[src/rtl/aes_sbox_pkg.sv]
// Shared definitions for the AES S-box datapath slice: XOR-array widths,
// the result-register state encoding and a nibble parity helper.
package aes_sbox_pkg;

  localparam int XOR_KW = 32;  // operand width into the XOR array
  localparam int XOR_RW = 8;   // result width out of the XOR array

  // Result register occupancy
  typedef enum logic [0:0] {
    OUT_EMPTY = 1'b0,
    OUT_FULL  = 1'b1
  } out_state_e;

  // Even-parity of one 4-bit group (one XOR-array output bit)
  function automatic logic xor4(input logic [3:0] nib);
    return ^nib;
  endfunction

endpackage

[src/rtl/xor8_4.sv]
// Eight independent 4-input XOR reductions. Input bit k[j] is K[j] of the
// array; output r[7-m] reduces K[4m .. 4m+3].
module xor8_4
  import aes_sbox_pkg::*;
(
  input  logic [XOR_KW-1:0] k,
  output logic [XOR_RW-1:0] r
);

  // Reduce each group of four consecutive K bits into one result bit
  always_comb begin
    r = {XOR_RW{1'b0}};
    for (int m = 0; m < XOR_RW; m++) begin
      r[XOR_RW-1-m] = xor4(k[4*m +: 4]);
    end
  end

endmodule

[src/rtl/xor8_4_rr_arbiter.sv]
// Round-robin arbiter sharing one xor8_4 among NREQ requesters. A single
// registered result slot (EMPTY/FULL) is refilled in the same cycle it
// drains, so sustained throughput is one result per clock.
module xor8_4_rr_arbiter
  import aes_sbox_pkg::*;
#(
  parameter int NREQ = 4,
  parameter int IDW  = $clog2(NREQ)
) (
  input  logic                     clk,
  input  logic                     rst,
  input  logic [NREQ-1:0]          req_valid,
  input  logic [NREQ*XOR_KW-1:0]   req_k,
  output logic [NREQ-1:0]          req_ready,
  output logic                     out_valid,
  input  logic                     out_ready,
  output logic [XOR_RW-1:0]        out_r,
  output logic [IDW-1:0]           out_id
);

  out_state_e          state_r;
  out_state_e          state_next_s;
  logic [IDW-1:0]      rr_ptr_r;
  logic [IDW-1:0]      rr_ptr_next_s;
  logic [XOR_RW-1:0]   res_r;
  logic [IDW-1:0]      id_r;

  logic                grant_found_s;
  logic [IDW-1:0]      grant_idx_s;
  logic                can_accept_s;
  logic                accept_s;
  logic [XOR_KW-1:0]   op_s;
  logic [XOR_KW-1:0]   k_s;
  logic [XOR_RW-1:0]   xr_s;

  assign out_valid    = (state_r == OUT_FULL);
  assign out_r        = res_r;
  assign out_id       = id_r;

  // The slot can take new data when empty or when it drains this cycle
  assign can_accept_s = !out_valid || out_ready;
  assign accept_s     = grant_found_s && can_accept_s && !rst;

  // Rotating priority scan: first valid requester at or after rr_ptr
  always_comb begin
    logic [IDW:0] cand_v;
    logic         hit_v;
    grant_found_s = 1'b0;
    grant_idx_s   = {IDW{1'b0}};
    cand_v        = {(IDW+1){1'b0}};
    hit_v         = 1'b0;
    for (int off = 0; off < NREQ; off++) begin
      cand_v        = {1'b0, rr_ptr_r} + (IDW+1)'(off);
      cand_v        = (cand_v >= (IDW+1)'(NREQ)) ? (cand_v - (IDW+1)'(NREQ)) : cand_v;
      hit_v         = !grant_found_s && req_valid[cand_v[IDW-1:0]];
      grant_idx_s   = hit_v ? cand_v[IDW-1:0] : grant_idx_s;
      grant_found_s = grant_found_s || hit_v;
    end
  end

  // One-hot ready to the grantee, only on an actual accept
  always_comb begin
    req_ready = {NREQ{1'b0}};
    for (int i = 0; i < NREQ; i++) begin
      req_ready[i] = accept_s && (grant_idx_s == IDW'(i));
    end
  end

  // Pointer moves just past the grantee, wrapping after the last requester
  always_comb begin
    if (grant_idx_s == IDW'(NREQ - 1)) begin
      rr_ptr_next_s = {IDW{1'b0}};
    end else begin
      rr_ptr_next_s = grant_idx_s + IDW'(1'b1);
    end
  end

  // Select the grantee's operand and bit-reverse it into K order
  always_comb begin
    op_s = req_k[XOR_KW*int'(grant_idx_s) +: XOR_KW];
    k_s  = {XOR_KW{1'b0}};
    for (int j = 0; j < XOR_KW; j++) begin
      k_s[j] = op_s[XOR_KW-1-j];
    end
  end

  xor8_4 u_xor8_4 (
    .k (k_s),
    .r (xr_s)
  );

  // Result slot next-state: fill on accept, drain on out_ready without refill
  always_comb begin
    state_next_s = state_r;
    case (state_r)
      OUT_EMPTY: begin
        if (accept_s) begin
          state_next_s = OUT_FULL;
        end else begin
          state_next_s = OUT_EMPTY;
        end
      end
      OUT_FULL: begin
        if (accept_s) begin
          state_next_s = OUT_FULL;
        end else if (out_ready) begin
          state_next_s = OUT_EMPTY;
        end else begin
          state_next_s = OUT_FULL;
        end
      end
      default: state_next_s = OUT_EMPTY;
    endcase
  end

  // State, pointer and result registers; reset discards any pending result
  always_ff @(posedge clk) begin
    if (rst) begin
      state_r  <= OUT_EMPTY;
      rr_ptr_r <= {IDW{1'b0}};
      res_r    <= {XOR_RW{1'b0}};
      id_r     <= {IDW{1'b0}};
    end else begin
      state_r <= state_next_s;
      if (accept_s) begin
        rr_ptr_r <= rr_ptr_next_s;
        res_r    <= xr_s;
        id_r     <= grant_idx_s;
      end
    end
  end

endmodule

[config.mk]
export PLATFORM = sky130hd
export DESIGN_NAME = xor8_4_rr_arbiter
export DESIGN_NICKNAME = d
export VERILOG_FILES = /design/src/rtl/aes_sbox_pkg.sv /design/src/rtl/xor8_4.sv /design/src/rtl/xor8_4_rr_arbiter.sv
export SDC_FILE = /design/constraint.sdc
export NUM_CORES = 1
export LEC_CHECK = 0
export ABC_AREA = 1
export CORE_AREA = 2 2 77 79
export CTS_CLUSTER_DIAMETER = 80
export DETAILED_ROUTE_END_ITERATION = 6
export DIE_AREA = 0 0 79 81
export PLACE_DENSITY = 0.87
export SETUP_SLACK_MARGIN = 0.05
export SLEW_MARGIN = 40
export SYNTH_ARGS = -nofsm -noshare
export SYNTH_HDL_FRONTEND = slang
export SYNTH_SLANG_ARGS = --single-unit
[constraint.sdc]
create_clock -name clk -period 4.9 [get_ports clk]
set_clock_uncertainty 0.2 [all_clocks]
set_input_delay 0.98 -clock clk [delete_from_list [all_inputs] [get_ports clk]]
set_output_delay 0.98 -clock clk [all_outputs]
set_load 0.005 [all_outputs]
# After elaboration in Yosys (flattened, before gate mapping)
# Index checks and enable logic that the tools add are counted.
# classes
addsub	8
magnitude_cmp	8
n_eq_ne	3
shifts	1
muxes	21
n_bitwise	1
n_reduce_logical	27
# ops
cell	n
$shiftx 128x8->32	1
$reduce_xor 4->1	8
$mux 2	9
$lt 2x3->1 const B	4
$ge 3x3->1 const B	3
$logic_and 1x1->1	9
$bmux 1 s2	4
$sub 2x1->2 const B	4
$mux 1	7
$add 2x2->3 const B	2
$logic_not 1->1	5
$eq 2x2->1 const B	2
$logic_or 1x1->1	4
$add 2x1->3 const B	1
$ge 2x3->1 const B	1
$add 2x1->2 const B	1
$eq 2x1->1 const B	1
$logic_not 2->1	1
$pmux 1 s2	1
$not 1->1	1
# totals
ff_bits	13
input_bits	135
output_inout_bits	15
word_cells	73

# Logic depth before layout (Yosys ltp)
# logic_depth
word_depth	17
depth_mapped	15
ltp_nobuf	14

# By module
# Synthesis repeated with hierarchy kept, for this count alone.
# hier_totals
cells_unflattened	465
hier_area_um2	2353.5
# modules_own_cells
module	instances	cells_each	area_each_um2	seq_area_each_um2
xor8_4_rr_arbiter	1	313	1762.9	260.2
xor8_4	1	152	590.6	0.0

# Least setup slack after synthesis
# OpenSTA, ideal clock, no wires.
# synth_timing
path_type	input to output
from	input port req_valid[3]
to	output port req_ready[3]
t_arrival_ps	2198
required_time_ps	3720
slack_ps	1522
cell_stages	13
path_buffers	1
path_cell_list	inv_1 > nand2_1 > nand3_1 > nand2_2 > inv_1 > nand2_1 > nand2_4 > nand3_4 > buf_8 > inv_1 > ha_1 > inv_1 > nor2_1
# synth_between
word_cells_on_any_way	25
classes_between	eq/ne: 1; mux: 12; reduce/logical: 12
# synth_lines
element	line_no	source
start: declaration	xor8_4_rr_arbiter.sv:12	input logic [NREQ-1:0] req_valid,
$bmux 1 s2	xor8_4_rr_arbiter.sv:55	hit_v = !grant_found_s && req_valid[cand_v[IDW-1:0]];
$mux 1 (implied by the code)	xor8_4_rr_arbiter.sv:55	
$logic_not 1->1	xor8_4_rr_arbiter.sv:55	
$logic_and 1x1->1	xor8_4_rr_arbiter.sv:55	
$logic_or 1x1->1	xor8_4_rr_arbiter.sv:57	grant_found_s = grant_found_s || hit_v;
$logic_not 1->1	xor8_4_rr_arbiter.sv:55	
$logic_and 1x1->1	xor8_4_rr_arbiter.sv:55	
$logic_or 1x1->1	xor8_4_rr_arbiter.sv:57	
$logic_not 1->1	xor8_4_rr_arbiter.sv:55	
$logic_and 1x1->1	xor8_4_rr_arbiter.sv:55	
$mux 2 *	xor8_4_rr_arbiter.sv:56	grant_idx_s = hit_v ? cand_v[IDW-1:0] : grant_idx_s;
named net grant_idx_s[0]	xor8_4_rr_arbiter.sv:29	logic [IDW-1:0] grant_idx_s;
$eq 2x2->1 *	xor8_4_rr_arbiter.sv:65	req_ready[i] = accept_s && (grant_idx_s == IDW'(i));
$logic_and 1x1->1 *	xor8_4_rr_arbiter.sv:65	
end: declaration	xor8_4_rr_arbiter.sv:14	output logic [NREQ-1:0] req_ready,
# Mark *: on every way through the listed nets, which the timed path passes. The rest lies on a longest branch. The select of a mux whose other input is x is not followed.

# Final worst setup path
# layout_timing
from	input port req_valid[1]
to	output port req_ready[3]
# The elaborated chain is that of the path after synthesis.

==> reports/summary.md <==
TritonCTS built the clock tree. The worst hold path begins at out_r[6]. The x dimension of the die works out to 79 microns. For this design, the CTS-stage hold fixing added 0 buffers. STA classifies the critical path startpoint as an input port.

In this design, the critical path's most frequently occurring cell is inv_1. The largest delay contributor family on the critical path was buffers and inverters. The tools report the headroom to the max-slew limit as 0.7296. The tools report the number of placed I/O pins as 150. Counting every net in the synthesized netlist gives 463. The run gives 0 as the number of slew-limit violations in the final report. The sequential area share after synthesis came out at 0.1224. 0 antenna diodes ended up in the layout.

The clock net in this run drives a total of 13 sinks. Yosys attributes the largest share of cell area to xnor2_1 (26%), nand2_1 (14%), xor2_1 (13%). Timing would allow up to 216.7 MHz.

In this run the power density over the cells is 421.4 nW/um^2. The total global routing track utilization is 0.1922. The run gives 2130 ps as the reg-to-reg setup timing slack. In this run the critical register-to-register path is launched from rr_ptr_r[0].

The analysis attributes to cell leakage a power of 1.667 nW. The path class of the tightest hold or removal check is flip-flop to flip-flop. The total wire length after detailed routing came out at 6239 microns. Number of antenna violations at the first check in global routing: 0. The flow ran to the end, and the final reports show no timing, DRC or antenna violations.

The pre-antenna-repair detailed-routing pass consisted of 4 iterations. The number of different library cells used by synthesis comes to 23. The routed layout has 2471 vias. Setup repair after global routing left no endpoint under its margin. The type of destination of the critical path was an output pin. The Yosys step of the flow raised 0 warnings. The HPWL after detailed placement is 5519 microns. The routability congestion estimate from global placement is 0.7996.

The total area inside the core boundary comes to 5675 sq um. In the final design database the tool counted 612 nets. For the pin with the worst max-slew slack, the measured transition is 405.0 ps. The maximum net fanout on the critical path came out at 20. After clock tree synthesis, the clock-pin slew on the worst setup and hold paths is 50 ps. The logs give 324 for the gate count after technology mapping and 0 for the count of unresolved DRC violations after routing. The post-detailed-route via-to-cell ratio was 4.517.

The fraction of post-synthesis cell area in the top cell type by area was 0.2637; the final-layout setup total negative slack was 0 ps. For the wire length of the first global-routing pass, the log shows 10030 microns. For the number of fill cells, the log shows 505. The fraction of layout cells with a size suffix above 1 came out at 0.04025.

At the worst endpoint, the required time is 3720 ps. The insertion delay to the later sink of the worst-skew pair is 250 ps, and the count of nets left with antenna violations after detail routing is 0. The total power is 1.569 mW. The row count is 28. The largest single stage delay on the critical path is 530 ps.

Relative to the synthesized area, the layout overhead comes to 75.16%. The total of max-cap violations is 0, and the post-synthesis area per instance is 6.561 sq um. The die is 81 microns tall.

The die covers 6399 sq um. The run gives 0.3786 mV as the peak supply drop. The synthesized cell area was 2126 sq um. The count of routing violations after the opening detailed-route iteration was 95. The tools report the buffer type at the clock tree root as clkbuf_8. Dividing the detail-routed wire length by the instance count gives 11.41 microns. The worst hold path passes through 2 cells.

The worst hold path terminates at out_r[6]. The biggest area contributor in the post-synthesis netlist is xnor2_1. For this design, the slowest cell found on the critical path is clkdlybuf4s50_1. Subtracting the final worst setup slack from the clock period gives 4616 ps. The count of buffers added on input and output ports is 149. The tools report the startpoint of the worst setup timing path as req_valid[1]. The critical path start-end classification was input port to output pin. Maximum count of clock buffers along a single path: 2. The ratio of final minimum period to clock period came out at 0.9419. Data arrives at the worst endpoint at 3440 ps.

Counting both buffers and inverters, the worst setup path holds a total of 6. The setup-violating endpoint count in the final report is 0. The synthesized design contains 13 register bits.

For the largest net degree at the start of global routing, the log shows 21. The tools report the post-CTS setup buffer count as 0. The capture instance of the worst register-to-register path is rr_ptr_r[1].

Clock tree synthesis inserted a total of 3 buffers. The worst reg2reg path depth is 12. The hold violation count in the final report was 0; the count of H-tree levels built during CTS was 1. The starting density of the core was 0.3746; the sum of overflow across all layers after global routing was 0. Walking the worst path, the cells encountered are clkdlybuf4s50_1 -> inv_1 -> nand2_1 -> nand3_1 -> nand2_2 -> inv_1 -> nand2_1 -> nand2_4 -> nand3_4 -> inv_1 -> ha_1 -> inv_1 -> nor2_1 -> clkdlybuf4s50_1. The tools report the via count of the first global-routing pass as 2442.
-- metal layers --
metal,GRT usage,vias up,share of wire
li1,-,1290,-
met1,0.2086,1070,0.37
met2,0.3890,100,0.56
met3,0.01889,11,0.056
met4,0.05862,0,0.018
met5,0,-,0
-- metrics by stage --
stage | util | cell area, sq um | worst slack (ps) | cells | hold slack (ps)
3_3_place_gp | 0.6481 | 3679 | 408.1 | 543 | 262.9
4_1_cts | 0.6561 | 3724 | 291.5 | 547 | 276.0
2_1_floorplan | - | 2126 | 1522 | 324 | 264.0
6_report | 0.6561 | 3724 | 284.5 | 547 | 273.1
5_1_grt | 0.6561 | 3724 | 54.17 | 547 | 294.8
3_5_place_dp | 0.6481 | 3679 | 297.9 | 543 | 267.5
-- where the power goes --
part           internal [mW]  leakage [nW]  switching, mW  total [mW]
combinational          0.546          1.54          0.732        1.28
clock                 0.0576        0.0228         0.0406      0.0982
sequential             0.154         0.108         0.0395       0.193
-- cells by family (layout without fill, tap and decap cells) --
| group | Yosys count | count (layout) | share of synthesized area |
|---|---|---|---|
| and+or+nand+nor | 143 | 143 | 0.3196 |
| xor gates and xnor gates | 96 | 96 | 0.3955 |
| buffers and inverters | 62 | 210 | 0.1212 |
| DFF | 13 | 13 | 0.1224 |
| AOI/OAI and AO/OA | 6 | 6 | 0.01765 |
| adders and majority gates | 4 | 4 | 0.02354 |
-- worst max path at each step --
stage	endpoint	slack, ps	depth (start not counted)
2_1_floorplan	req_ready[3]	1520	13
3_3_place_gp	req_ready[3]	410	14
3_5_place_dp	req_ready[3]	300	14
4_1_cts	req_ready[3]	290	14
5_1_grt	req_ready[3]	50	15
6_report	req_ready[3]	280	14
-- layout by cell type, fill, tap and decap left out --
cell type,synthesis,final
a211oi_2,1,1
a21oi_1,1,1
buf_4,0,3
clkbuf_1,1,1
clkbuf_8,0,3
clkdlybuf4s50_1,0,149
clkinv_1,1,1
dfxtp_1,13,13
ha_1,4,4
inv_1,50,50
inv_2,3,3
nand2_1,79,79
nand2_2,3,3
nand2_4,1,1
nand3_1,32,32
nand3_2,2,2
nand3_4,2,2
nand4_1,16,16
nor2_1,7,7
nor2_4,1,1
o21ai_0,4,4
xnor2_1,64,64
xor2_1,32,32
-- registers in the layout (all words and copies together) (netlist names) --
register	flops
out_id	2
out_r	8
out_valid	1
rr_ptr_r	2
-- worst reg2reg max path, cell delays in order (launching register included) --
cell	delay [ps]
dfxtp_1	560
inv_2	190
nand2_1	110
nand2_2	90
nand2_1	90
inv_1	60
nor2_1	190
nand3_4	250
nand3_4	300
inv_1	100
ha_1	290
o21ai_0	170
a21oi_1	60
-- area by class of cell --
type                            count  area, sq um  share of cell area
Multi-Input combinational cell    249         1608              0.4318
Inverter                           54        202.7             0.05444
Tap cell                           75        93.84             0.02520
Clock buffer                        4        45.04             0.01210
Sequential cell                    13        260.3             0.06989
Timing Repair Buffer              152         1514              0.4066
-- repair_timing --
action	in CTS	in global routing
resized for setup	0	0
endpoints found under the hold margin	0	0
setup endpoints to repair	0	1
-- synthesized netlist by cell type --
master,count
nand2_4,1
nor2_4,1
clkinv_1,1
a21oi_1,1
nand2_2,3
xor2_1,32
a211oi_2,1
nand2_1,79
nand4_1,16
inv_2,3
nand3_2,2
inv_1,50
buf_2,5
xnor2_1,64
o21ai_0,4
clkbuf_1,1
buf_6,1
nand3_4,2
dfxtp_1,13
ha_1,4
nand3_1,32
buf_8,1
nor2_1,7
Note: power is estimated with default switching activity, not from simulation.
